[src/rtl/multicycle_control.sv]
// -----------------------------------------------------------------------------
// multicycle_control
// Main control unit for a multicycle MIPS-style datapath. A registered Moore
// FSM walks each instruction through fetch, decode and the per-class execute,
// memory and write-back steps, and drives the datapath strobes and selects.
//
// Ports
//   Clk          in   rising-edge system clock
//   Reset        in   asynchronous active-high reset
//   Op[5:0]      in   opcode field IR[31:26]; sampled only in DECODE
//   MemReady     in   memory access completes in the cycle it is high
//   PCWrite, PCWriteCond, IorD, MemRead, MemWrite, MemtoReg, IRWrite,
//   ALUSrcA, RegWrite, RegDst          out  datapath controls
//   PCSource[1:0], ALUOp[1:0], ALUSrcB[1:0]  out  mux / ALU selects
//   IllegalOp    out  high for the DECODE cycle of an unsupported opcode
//   State[3:0]   out  current FSM state (debug / verification)
// -----------------------------------------------------------------------------
module multicycle_control (
    input  logic       Clk,
    input  logic       Reset,
    input  logic [5:0] Op,
    input  logic       MemReady,
    output logic       PCWrite,
    output logic       PCWriteCond,
    output logic       IorD,
    output logic       MemRead,
    output logic       MemWrite,
    output logic       MemtoReg,
    output logic       IRWrite,
    output logic       ALUSrcA,
    output logic       RegWrite,
    output logic       RegDst,
    output logic [1:0] PCSource,
    output logic [1:0] ALUOp,
    output logic [1:0] ALUSrcB,
    output logic       IllegalOp,
    output logic [3:0] State
);

    localparam logic [3:0] ST_FETCH  = 4'd0;
    localparam logic [3:0] ST_DECODE = 4'd1;
    localparam logic [3:0] ST_MEMADR = 4'd2;
    localparam logic [3:0] ST_MEMRD  = 4'd3;
    localparam logic [3:0] ST_MEMWB  = 4'd4;
    localparam logic [3:0] ST_MEMWR  = 4'd5;
    localparam logic [3:0] ST_EXEC   = 4'd6;
    localparam logic [3:0] ST_RCOMP  = 4'd7;
    localparam logic [3:0] ST_BRANCH = 4'd8;
    localparam logic [3:0] ST_JUMP   = 4'd9;
    localparam logic [3:0] ST_ADDIEX = 4'd10;
    localparam logic [3:0] ST_ADDIWB = 4'd11;

    localparam logic [5:0] OP_RTYPE = 6'b000000;
    localparam logic [5:0] OP_J     = 6'b000010;
    localparam logic [5:0] OP_BEQ   = 6'b000100;
    localparam logic [5:0] OP_ADDI  = 6'b001000;
    localparam logic [5:0] OP_LW    = 6'b100011;
    localparam logic [5:0] OP_SW    = 6'b101011;

    logic [3:0] state_r;
    logic [3:0] next_state_s;
    // Remembers whether the decoded memory instruction was a store, so MEMADR
    // can branch without looking at Op again (Op may have moved on by then).
    logic       is_store_r;

    // True for every opcode this controller implements.
    function automatic logic op_legal(input logic [5:0] op);
        logic legal;
        case (op)
            OP_RTYPE, OP_J, OP_BEQ, OP_ADDI, OP_LW, OP_SW: legal = 1'b1;
            default:                                        legal = 1'b0;
        endcase
        return legal;
    endfunction

    assign State = state_r;

    // State register with asynchronous reset to FETCH.
    always_ff @(posedge Clk or posedge Reset) begin
        if (Reset) begin
            state_r <= ST_FETCH;
        end else begin
            state_r <= next_state_s;
        end
    end

    // Load/store flag, captured only while decoding.
    always_ff @(posedge Clk or posedge Reset) begin
        if (Reset) begin
            is_store_r <= 1'b0;
        end else if (state_r == ST_DECODE) begin
            is_store_r <= (Op == OP_SW);
        end else begin
            is_store_r <= is_store_r;
        end
    end

    // Next-state logic.
    always_comb begin
        next_state_s = ST_FETCH;
        case (state_r)
            ST_FETCH: begin
                if (MemReady) begin
                    next_state_s = ST_DECODE;
                end else begin
                    next_state_s = ST_FETCH;
                end
            end
            ST_DECODE: begin
                case (Op)
                    OP_LW, OP_SW: next_state_s = ST_MEMADR;
                    OP_RTYPE:     next_state_s = ST_EXEC;
                    OP_BEQ:       next_state_s = ST_BRANCH;
                    OP_J:         next_state_s = ST_JUMP;
                    OP_ADDI:      next_state_s = ST_ADDIEX;
                    default:      next_state_s = ST_FETCH;
                endcase
            end
            ST_MEMADR: begin
                if (is_store_r) begin
                    next_state_s = ST_MEMWR;
                end else begin
                    next_state_s = ST_MEMRD;
                end
            end
            ST_MEMRD: begin
                if (MemReady) begin
                    next_state_s = ST_MEMWB;
                end else begin
                    next_state_s = ST_MEMRD;
                end
            end
            ST_MEMWR: begin
                if (MemReady) begin
                    next_state_s = ST_FETCH;
                end else begin
                    next_state_s = ST_MEMWR;
                end
            end
            ST_EXEC:   next_state_s = ST_RCOMP;
            ST_ADDIEX: next_state_s = ST_ADDIWB;
            ST_MEMWB, ST_RCOMP, ST_BRANCH, ST_JUMP, ST_ADDIWB:
                       next_state_s = ST_FETCH;
            default:   next_state_s = ST_FETCH;
        endcase
    end

    // Moore outputs decoded from the state; Reset forces every output low so
    // an abandoned instruction cannot issue any further strobe.
    always_comb begin
        PCWrite     = 1'b0;
        PCWriteCond = 1'b0;
        IorD        = 1'b0;
        MemRead     = 1'b0;
        MemWrite    = 1'b0;
        MemtoReg    = 1'b0;
        IRWrite     = 1'b0;
        ALUSrcA     = 1'b0;
        RegWrite    = 1'b0;
        RegDst      = 1'b0;
        PCSource    = 2'b00;
        ALUOp       = 2'b00;
        ALUSrcB     = 2'b00;
        IllegalOp   = 1'b0;
        if (Reset) begin
            // All outputs hold their zero defaults.
        end else begin
            case (state_r)
                ST_FETCH: begin
                    MemRead = 1'b1;
                    ALUSrcB = 2'b01;
                    IRWrite = MemReady;
                    PCWrite = MemReady;
                end
                ST_DECODE: begin
                    ALUSrcB   = 2'b11;
                    IllegalOp = ~op_legal(Op);
                end
                ST_MEMADR: begin
                    ALUSrcA = 1'b1;
                    ALUSrcB = 2'b10;
                end
                ST_MEMRD: begin
                    MemRead = 1'b1;
                    IorD    = 1'b1;
                end
                ST_MEMWB: begin
                    MemtoReg = 1'b1;
                    RegWrite = 1'b1;
                end
                ST_MEMWR: begin
                    MemWrite = 1'b1;
                    IorD     = 1'b1;
                end
                ST_EXEC: begin
                    ALUSrcA = 1'b1;
                    ALUOp   = 2'b10;
                end
                ST_RCOMP: begin
                    RegDst   = 1'b1;
                    RegWrite = 1'b1;
                end
                ST_BRANCH: begin
                    ALUSrcA     = 1'b1;
                    ALUOp       = 2'b01;
                    PCWriteCond = 1'b1;
                    PCSource    = 2'b01;
                end
                ST_JUMP: begin
                    PCWrite  = 1'b1;
                    PCSource = 2'b10;
                end
                ST_ADDIEX: begin
                    ALUSrcA = 1'b1;
                    ALUSrcB = 2'b10;
                end
                ST_ADDIWB: begin
                    RegWrite = 1'b1;
                end
                default: begin
                    // Unused encodings drive nothing.
                end
            endcase
        end
    end

endmodule

[config.mk]
export PLATFORM = sky130hd
export DESIGN_NAME = multicycle_control
export DESIGN_NICKNAME = d
export VERILOG_FILES = /design/src/rtl/multicycle_control.sv
export SDC_FILE = /design/constraint.sdc
export NUM_CORES = 1
export LEC_CHECK = 0
export CORE_AREA = 5 5 42 44
export CTS_CLUSTER_SIZE = 10
export DETAILED_ROUTE_END_ITERATION = 8
export DIE_AREA = 0 0 47 49
export DONT_BUFFER_PORTS = 1
export GPL_TIMING_DRIVEN = 0
export PLACE_DENSITY = 0.62
export SETUP_SLACK_MARGIN = 0.5
export SLEW_MARGIN = 0
export SYNTH_ARGS = -nofsm -noshare
export SYNTH_HDL_FRONTEND = slang
export SYNTH_SLANG_ARGS = --single-unit
[constraint.sdc]
create_clock -name Clk -period 4.6 [get_ports Clk]
set_input_delay 0.92 -clock Clk [delete_from_list [all_inputs] [get_ports Clk]]
set_output_delay 0.92 -clock Clk [all_outputs]
set_load 0.01 [all_outputs]
==> results of run 1 <==
power breakdown:
group | internal [mW] | leakage, nW | switching [mW] | total [mW]
combinational | 0.0339 | 0.134 | 0.0559 | 0.0898
clock | 0.0316 | 0.0177 | 0.0207 | 0.0523
sequential | 0.0486 | 0.0674 | 0.00675 | 0.0554
total | 0.114 | 0.219 | 0.0834 | 0.198
synth_stat cells, types with 2 or more instances:
cell type / instances / area share, %
clkbuf_1: 6 / 3.8
o21ai_0: 11 / 9.3
nor3_1: 5 / 4.2
nand2_1: 4 / 2.5
nor2_1: 5 / 3.2
a21oi_1: 2 / 1.7
nand3b_1: 2 / 2.5
nand3_1: 3 / 2.5
a211oi_1: 2 / 2.5
and3_1: 2 / 2.1
dfrtp_1: 5 / 21
or3_1: 2 / 2.1
inv_1: 2 / 1.3
nand2b_1: 7 / 7.4
nor4_1: 6 / 6.3
sequential cells by signal, indices dropped and copies added (netlist names):
signal	count
is_store_r	1
State	4
stage by stage:
stage	hold WS, ps	area [sq um]	power, mW
after floorplan	462	593	0.129
after global placement	496	613	0.144
after detailed placement	505	613	0.145
after CTS	463	641	0.199
after global routing	462	641	0.215
final	465	641	0.198
critical path: stages (launching register included):
cell and delay [ps]:
dfrtp_1 450, clkbuf_1 270, nand2b_1 330, nor4_1 520, buf_4 230
final cells by class:
cell class	instances	area, sq um	area share, %
clock buffer	3	22.5	3.52
clock inverter	1	5.00	0.781
buffer	8	41.3	6.45
sequential	5	125	19.5
multi-input combinational	67	419	65.4
tap	16	20.0	3.13
inverter	2	7.51	1.17
worst min path at each step:
stage / from / to / depth (start not counted) / slack, ps
after detailed placement: is_store_r / is_store_r / 2 / 500
after CTS: Reset / State[3] / 1 / 460
final: Reset / State[3] / 1 / 470
after floorplan: is_store_r / is_store_r / 2 / 460
after global routing: Reset / State[3] / 1 / 460
after global placement: is_store_r / is_store_r / 2 / 500
layer usage:
metal | vias to the layer above | track usage, % | part of all wire (%)
met5 | - | 0 | 0
met4 | 0 | 8.29 | 1.1
li1 | 316 | - | -
met1 | 307 | 20.6 | 42
met3 | 2 | 4.43 | 8.8
met2 | 19 | 21.7 | 48
kinds of logic after synthesis:
family	after synthesis
AOI/OAI and AO/OA	21
xor gates and xnor gates	2
buffers and inverters	10
DFF	5
and+or+nand+nor	44
==> results.json, run 1 <==
{
  "status": "completed",
  "grt.total_usage_pct": 15.5,
  "worstSetupPathType": "flip-flop to output port",
  "preCtsSetupSlack_ps": 1760,
  "htree_num_levels": 1,
  "synthMuxAreaShare_pct": 0,
  "dieArea_sq_um": 2300,
  "syn_area_per_cell_sq_um": 7.23,
  "nNetsFinal": 96,
  "ys_seq_area_share_pct": 21.1,
  "irDropWorstVdd_v": 0.000147,
  "ys_ff_latch": 5,
  "synth_compound_area_share_pct": 23.0,
  "wl_mm": 1.66,
  "syn2layout_area_growth_pct": 8.02,
  "layout_common_cells": "11 x o21ai_0, 7 x nand2b_1, 6 x clkbuf_1, 6 x nor4_1",
  "antenna_cells": 0,
  "start_util_pct": 42.3,
  "power_density_nw_per_um2": 308,
  "chipWidth_microns": 47,
  "routed-via-count": 644,
  "clock_sink_count": 5,
  "place.gp.congestion": 0.757,
  "layout_commonest_cell": "o21ai_0",
  "vias_per_cell": 6.31,
  "worst_pin_slew_ps": 624,
  "rr_startpoint": "State[1]",
  "cts_hold_buf": 0,
  "final_core_util_pct": 45.7,
  "post-cts-setup-buffers": 0,
  "cp-start-kind": "flip-flop",
  "synthAdderAreaFrac_pct": 0,
  "cp-end-kind": "output port",
  "syn_inst": 82,
  "hold_viol": 0,
  "r2r_cells": 4,
  "fmax_mhz": 336,
  "core-area_sq_um": 1400,
  "worstSkewPairLatency_ps": 250,
  "drive_gt1_share_pct": 11.6,
  "dr.pass1.iters": 4,
  "placementRows": 14,
  "hold_path.class": "primary input to async pin",
  "rr_endpoint": "State[3]",
  "post-dp-hpwl_mm": 1.24,
  "antenna_found_initial": 0,
  "rsz0062_at_grt": "no",
  "portBuffers": 0,
  "numCtsBuffers": 3,
  "cap_violations": 0,
  "pin_count": 30,
  "drv_slew": 0,
  "synth-async-reset-ratio_pct": 100,
  "path_clk_slew_ps": 50,
  "power_leakage_nw": 0.219,
  "worst_clock_skew_ps": 2.39,
  "synth_xor_area_share_pct": 2.95,
  "grt_max_degree": 11,
  "grt_pass1_wl_mm": 2.68,
  "synth_edf_count": 0,
  "grt_pass1_vias": 594,
  "relSlewSlack_pct": 58.0,
  "stdcell_count": 102,
  "required_ps": 3680,
  "synth-simple-area-share_pct": 44.7,
  "placedCellCount": 98,
  "critPathCapture": "PCSource[0]",
  "clk_path_buf_depth": 2,
  "ys_types": 33,
  "yosysWarningCount": 0,
  "drt_iter0_drc": 13,
  "postRouteAntennaNets": 0,
  "setup_tns_ps": 0,
  "cts_tree": "yes",
  "synth_top_family_by_area": "simple AND/OR/NAND/NOR gates",
  "grt.overflow.total": 0,
  "crit_start": "State[2]",
  "crit_fanout": 10,
  "r2r_slack_ps": 2880,
  "synthesis.area_sq_um": 593,
  "drc_errors": 0,
  "period_minus_slack_ps": 2980,
  "final.setup.worst_slack_ps": 1620,
  "timing.final.crit_share_pct": 64.7,
  "finalSetupViolCount": 0,
  "die_h_microns": 49,
  "cp_data_arrival_time_ps": 2060,
  "fillers": 158,
  "cts.repair.resized": 0,
  "wl_per_cell_microns": 16.2,
  "synth_fp_nets": 91,
  "cts_root_buf": "clkbuf_4",
  "synth-main-ff-cell": "dfrtp_1"
}
No activity file was read; power rests on OpenSTA's default activity.
==> run 2: changes to the inputs <==
==> constraint.sdc (replaced) <==
create_clock -name Clk -period 3 [get_ports Clk]
set_input_delay 0.6 -clock Clk [delete_from_list [all_inputs] [get_ports Clk]]
set_output_delay 0.6 -clock Clk [all_outputs]
set_load 0.01 [all_outputs]
==> run 2 against run 1 <==
Sequential power rose by 53%. Clock power rose by 53%. Critical path type unchanged. Via count rose by 0.93%. Clock skew barely moved.
==> results.json, run 2 (synthesized netlist as in run 1, its figures left out) <==
{
  "final_core_util_pct": 48.7,
  "preCtsSetupSlack_ps": 615,
  "layout_commonest_cell": "o21ai_0",
  "dr.pass1.iters": 4,
  "cp_slowest_cell": "dfrtp_1",
  "worstSkewPairLatency_ps": 250,
  "cp-end-kind": "output port",
  "place_area_sq_um": 613,
  "place.gp.congestion": 0.757,
  "setup_tns_ps": 0,
  "rr_startpoint": "State[2]",
  "postRouteAntennaNets": 0,
  "core-area_sq_um": 1400,
  "post-cts-setup-buffers": 0,
  "wl_per_cell_microns": 16.3,
  "grt.total_usage_pct": 15.9,
  "syn2layout_area_growth_pct": 15.0,
  "pin_count": 30,
  "grt_max_degree": 11,
  "finalPower_mw": 0.311,
  "routed-via-count": 650,
  "worstSetupPathType": "flip-flop to output port",
  "final.setup.worst_slack_ps": 595,
  "nNetsFinal": 96,
  "grt_use_met3_pct": 4.43,
  "largest_reg_flops": 4,
  "drt_iter0_drc": 15,
  "fmax_mhz": 416,
  "relSlewSlack_pct": 62.7,
  "htree_num_levels": 1,
  "fin_area_sq_um": 682,
  "grt-busiest-layer": "met2",
  "start_util_pct": 42.3,
  "crit_chain": "clkbuf_1 > nand2b_1 > nor4_4 > buf_4",
  "wl_mm": 1.66,
  "power_leakage_nw": 0.226,
  "cp_data_arrival_time_ps": 1810,
  "clk_path_buf_depth": 2,
  "crit_fanout": 10,
  "period_minus_slack_ps": 2410,
  "cts_tree": "yes",
  "hold_path.class": "primary input to async pin",
  "antenna_cells": 0,
  "drc_errors": 0,
  "drv_slew": 0,
  "required_ps": 2400,
  "path_clk_slew_ps": 50,
  "r2r_cells": 5,
  "rr_endpoint": "State[1]",
  "worst_clock_skew_ps": 2.39,
  "cap_violations": 0,
  "portBuffers": 0,
  "rsz0062_at_grt": "yes",
  "placementRows": 14,
  "dieArea_sq_um": 2300,
  "grt_util_met1_pct": 20.8,
  "die_h_microns": 49,
  "cp-start-kind": "flip-flop",
  "layout_common_cells": "11 x o21ai_0, 7 x nand2b_1",
  "slowest_delay_ps": 460,
  "cts_root_buf": "clkbuf_4",
  "irDropWorstVdd_v": 0.000225,
  "stdcell_count": 102,
  "antenna_found_initial": 0,
  "vias_per_cell": 6.37,
  "grt.overflow.total": 0,
  "clock_sink_count": 5,
  "numCtsBuffers": 3,
  "finalSetupViolCount": 0,
  "timing.final.crit_share_pct": 80.2,
  "hold_viol": 0,
  "grt_pass1_wl_mm": 2.76,
  "placedCellCount": 98,
  "power_density_nw_per_um2": 456,
  "use_met2_pct": 22.9,
  "grt_pass1_vias": 607,
  "r2r_slack_ps": 1220,
  "whs_ps": 145,
  "post-dp-hpwl_mm": 1.24,
  "status": "completed",
  "chipWidth_microns": 47,
  "worst_pin_slew_ps": 554,
  "drive_gt1_share_pct": 18.6
}
run 2: repair_timing:
action / in CTS / in global routing
endpoints found under the setup margin: 4 / 5
gates resized for setup: 4 / 4
pin swaps: 0 / 0
hold buffers: 0 / 0
run 2: worst max path at each step:
| stage | start | slack, ps | cells past startpoint | end |
|---|---|---|---|---|
| floorplan | State[0] | 840 | 4 | PCSource[0] |
| global placement | State[2] | 600 | 4 | PCSource[0] |
| detailed placement | State[2] | 620 | 4 | PCSource[0] |
| CTS | State[2] | 520 | 4 | PCSource[0] |
| global route | State[2] | 450 | 4 | PCSource[0] |
| finish | State[2] | 590 | 4 | PCSource[0] |
run 2: routing by layer:
metal  vias to the layer above  share of wire [%]  wire [microns]
li1                        322                  -               -
met1                       305                 41             683
met2                        21                 49             813
met3                         2                8.7             145
met4                         0                1.1              18
met5                         -                  0               0
run 2: worst max-delay path, delay by kind of cell (launching register included):
kind,cells,cell delay [ps]
AND/OR/NAND/NOR,2,640
flip-flops,1,460
buffers and inverters,2,450
run 2: report_power, final:
part	total (mW)	leakage (nW)	switching [mW]	internal (mW)
Combinational	0.146	0.140	0.0903	0.0553
Sequential	0.0850	0.0674	0.0104	0.0746
Clock	0.0802	0.0177	0.0318	0.0484
run 2: area by class of cell:
type	count	area, sq um
Fill cell	149	719
Multi-Input combinational cell	67	459
Sequential cell	5	125
Buffer	8	42.5
Clock buffer	3	22.5
Tap cell	16	20.0
Inverter	2	7.51
Clock inverter	1	5.00
==> run 3: changes to the inputs <==
--- a/config.mk
+++ b/config.mk
@@ -11,7 +11,7 @@
 export DIE_AREA = 0 0 47 49
 export DONT_BUFFER_PORTS = 1
 export GPL_TIMING_DRIVEN = 0
-export PLACE_DENSITY = 0.62
+export PLACE_DENSITY = 0.64
 export SETUP_SLACK_MARGIN = 0.5
 export SLEW_MARGIN = 0
 export SYNTH_ARGS = -nofsm -noshare
==> constraint.sdc (replaced) <==
create_clock -name Clk -period 2.1 [get_ports Clk]
set_input_delay 0.42 -clock Clk [delete_from_list [all_inputs] [get_ports Clk]]
set_output_delay 0.42 -clock Clk [all_outputs]
set_load 0.01 [all_outputs]
==> run 3 against run 2 <==
Sequential share of layout area down 5.9 points. Critical path type unchanged. Routed wire length increased by 32%. Via count increased by 11%. Clock power rose by 36%. Non-clock buffer count increased by 15. Design area increased by 51%. Critical endpoint unchanged. Power increased by 110%. Sequential cell count is the same.
==> results.json, run 3 (synthesized netlist as in run 1, its figures left out) <==
{
  "die_h_microns": 49,
  "chipWidth_microns": 47,
  "postRouteAntennaNets": 0,
  "timing.final.crit_share_pct": 92.8,
  "worstSetupPathType": "flip-flop to output port",
  "vias_per_cell": 6.19,
  "antenna_found_initial": 0,
  "drc_errors": 0,
  "drive_gt1_share_pct": 48.5,
  "final.setup.worst_slack_ps": 152,
  "antenna_cells": 0,
  "start_util_pct": 42.3,
  "rr_endpoint": "State[3]",
  "place_area_sq_um": 686,
  "place.gp.congestion": 0.732,
  "routed-via-count": 724,
  "r2r_slack_ps": 260,
  "drt_iter0_drc": 19,
  "preCtsSetupSlack_ps": 314,
  "cts_root_buf": "clkbuf_4",
  "crit_fanout": 5,
  "cap_violations": 0,
  "placementRows": 14,
  "grt.overflow.total": 0,
  "largest_reg_flops": 4,
  "relSlewSlack_pct": 54.3,
  "dr.pass1.iters": 4,
  "worst_pin_slew_ps": 685,
  "crit_chain": "buf_8 > clkbuf_16 > nor4_4 > buf_4",
  "irDropWorstVdd_v": 0.000401,
  "grt.total_usage_pct": 17.8,
  "clock_sink_count": 5,
  "hold_viol": 0,
  "pwr-share-comb_pct": 62.9,
  "period_minus_slack_ps": 1950,
  "rsz0062_at_grt": "yes",
  "clockPowerShare_pct": 17.1,
  "numCtsBuffers": 3,
  "worstSkewPairLatency_ps": 240,
  "status": "completed",
  "hold_path.class": "primary input to flip-flop",
  "grt_pass1_wl_mm": 3.03,
  "syn2layout_area_growth_pct": 74.1,
  "p_int_mw": 0.395,
  "clk_path_buf_depth": 2,
  "path_clk_slew_ps": 40,
  "cts_tree": "yes",
  "pin_count": 30,
  "required_ps": 1680,
  "core-area_sq_um": 1400,
  "seq_power_share_pct": 20.1,
  "min-delay-start": "Op[0]",
  "wl_mm": 2.19,
  "wl_per_cell_microns": 18.7,
  "grt_pass1_vias": 652,
  "drv_slew": 0,
  "worstHoldPathCells": 2,
  "netSwitchingFraction_pct": 38.3,
  "nNetsFinal": 111,
  "fin_area_sq_um": 1030,
  "grt_max_degree": 11,
  "setup_tns_ps": 0,
  "placedCellCount": 98,
  "post-dp-hpwl_mm": 1.27,
  "worst_clock_skew_ps": 1.54,
  "p_switching_mw": 0.245,
  "power_density_nw_per_um2": 620,
  "finalSetupViolCount": 0,
  "cp_data_arrival_time_ps": 1530,
  "layout_common_cells": "10 x o21ai_0, 10 x buf_4, 5 x nor4_4",
  "portBuffers": 0,
  "rr_startpoint": "State[1]",
  "dieArea_sq_um": 2300,
  "cp-end-kind": "output port",
  "stdcell_count": 117,
  "htree_num_levels": 1,
  "hold_path_end": "is_store_r",
  "cp-start-kind": "flip-flop",
  "slowest_delay_ps": 450,
  "cp_slowest_cell": "dfrtp_2",
  "r2r_cells": 5,
  "power_leakage_nw": 0.366,
  "fmax_mhz": 513
}
## run 3: cell count changes in the layout (fill, tap and decap cells not counted), moves of 3 or more
cell / change
buf_8: +3
buf_4: +9
nor4_4: +4
clkbuf_1: -3
nand2b_1: -3
dfrtp_2: +3
dfrtp_1: -3
## run 3: repair_timing
| action | 4_1_cts | 5_1_grt |
|---|---|---|
| setup buffers | 5 | 6 |
| gates cloned | 2 | 1 |
| endpoints found under the setup margin | 18 | 21 |
| hold buffers | 1 | 0 |
| hold endpoints to repair | 5 | 0 |
| pin swaps | 4 | 7 |
| gates resized for setup | 20 | 15 |
## run 3: how the worst max path moves through the flow
stage,from,end,cells after the start
finish,State[0],PCSource[0],4
global route,State[0],PCSource[0],4
CTS,State[0],PCSource[0],4
detailed placement,State[2],PCSource[0],4
global placement,State[2],PCSource[0],4
floorplan,State[2],PCSource[0],4
## run 3: routing by layer
layer / wire length, microns / vias up / global-route usage, %
met4: 17 / 0 / 6.91
met2: 1130 / 24 / 26.9
met3: 134 / 2 / 6.64
met5: 0 / - / 0
li1: - / 347 / -
met1: 908 / 351 / 22.3
## run 3: worst max-delay path, delay by kind of cell, from the launching register on
family,cells,cell delay [ps]
buffers and inverters,3,470
DFF,1,450
and+or+nand+nor,1,370
## run 3: area by class of cell
cell class                 count  area (sq um)
timing repair buffer          15           149
multi-input combinational     67           591
clock buffer                   4          26.3
tap                           16          20.0
inverter                       2          7.51
sequential                     5           129
buffer                         8           110
fill                         101           369
## run 3: through the flow
| step | hold WS, ps | util (%) | total power, mW |
|---|---|---|---|
| after global placement | 235 | 48.9 | 0.342 |
| after detailed placement | 234 | 48.9 | 0.343 |
| after floorplan | 204 | - | 0.307 |
| final | 335 | 73.7 | 0.640 |
| after CTS | 334 | 63.7 | 0.568 |
| after global routing | 326 | 73.7 | 0.689 |
## run 3: power by group through the flow
stage / registers, mW / logic [mW] / clock network, mW
final: 0.129 / 0.402 / 0.109
after global routing: 0.130 / 0.429 / 0.130
after global placement: 0.124 / 0.217 / 0
after CTS: 0.127 / 0.328 / 0.113
after floorplan: 0.121 / 0.186 / 0
after detailed placement: 0.125 / 0.218 / 0
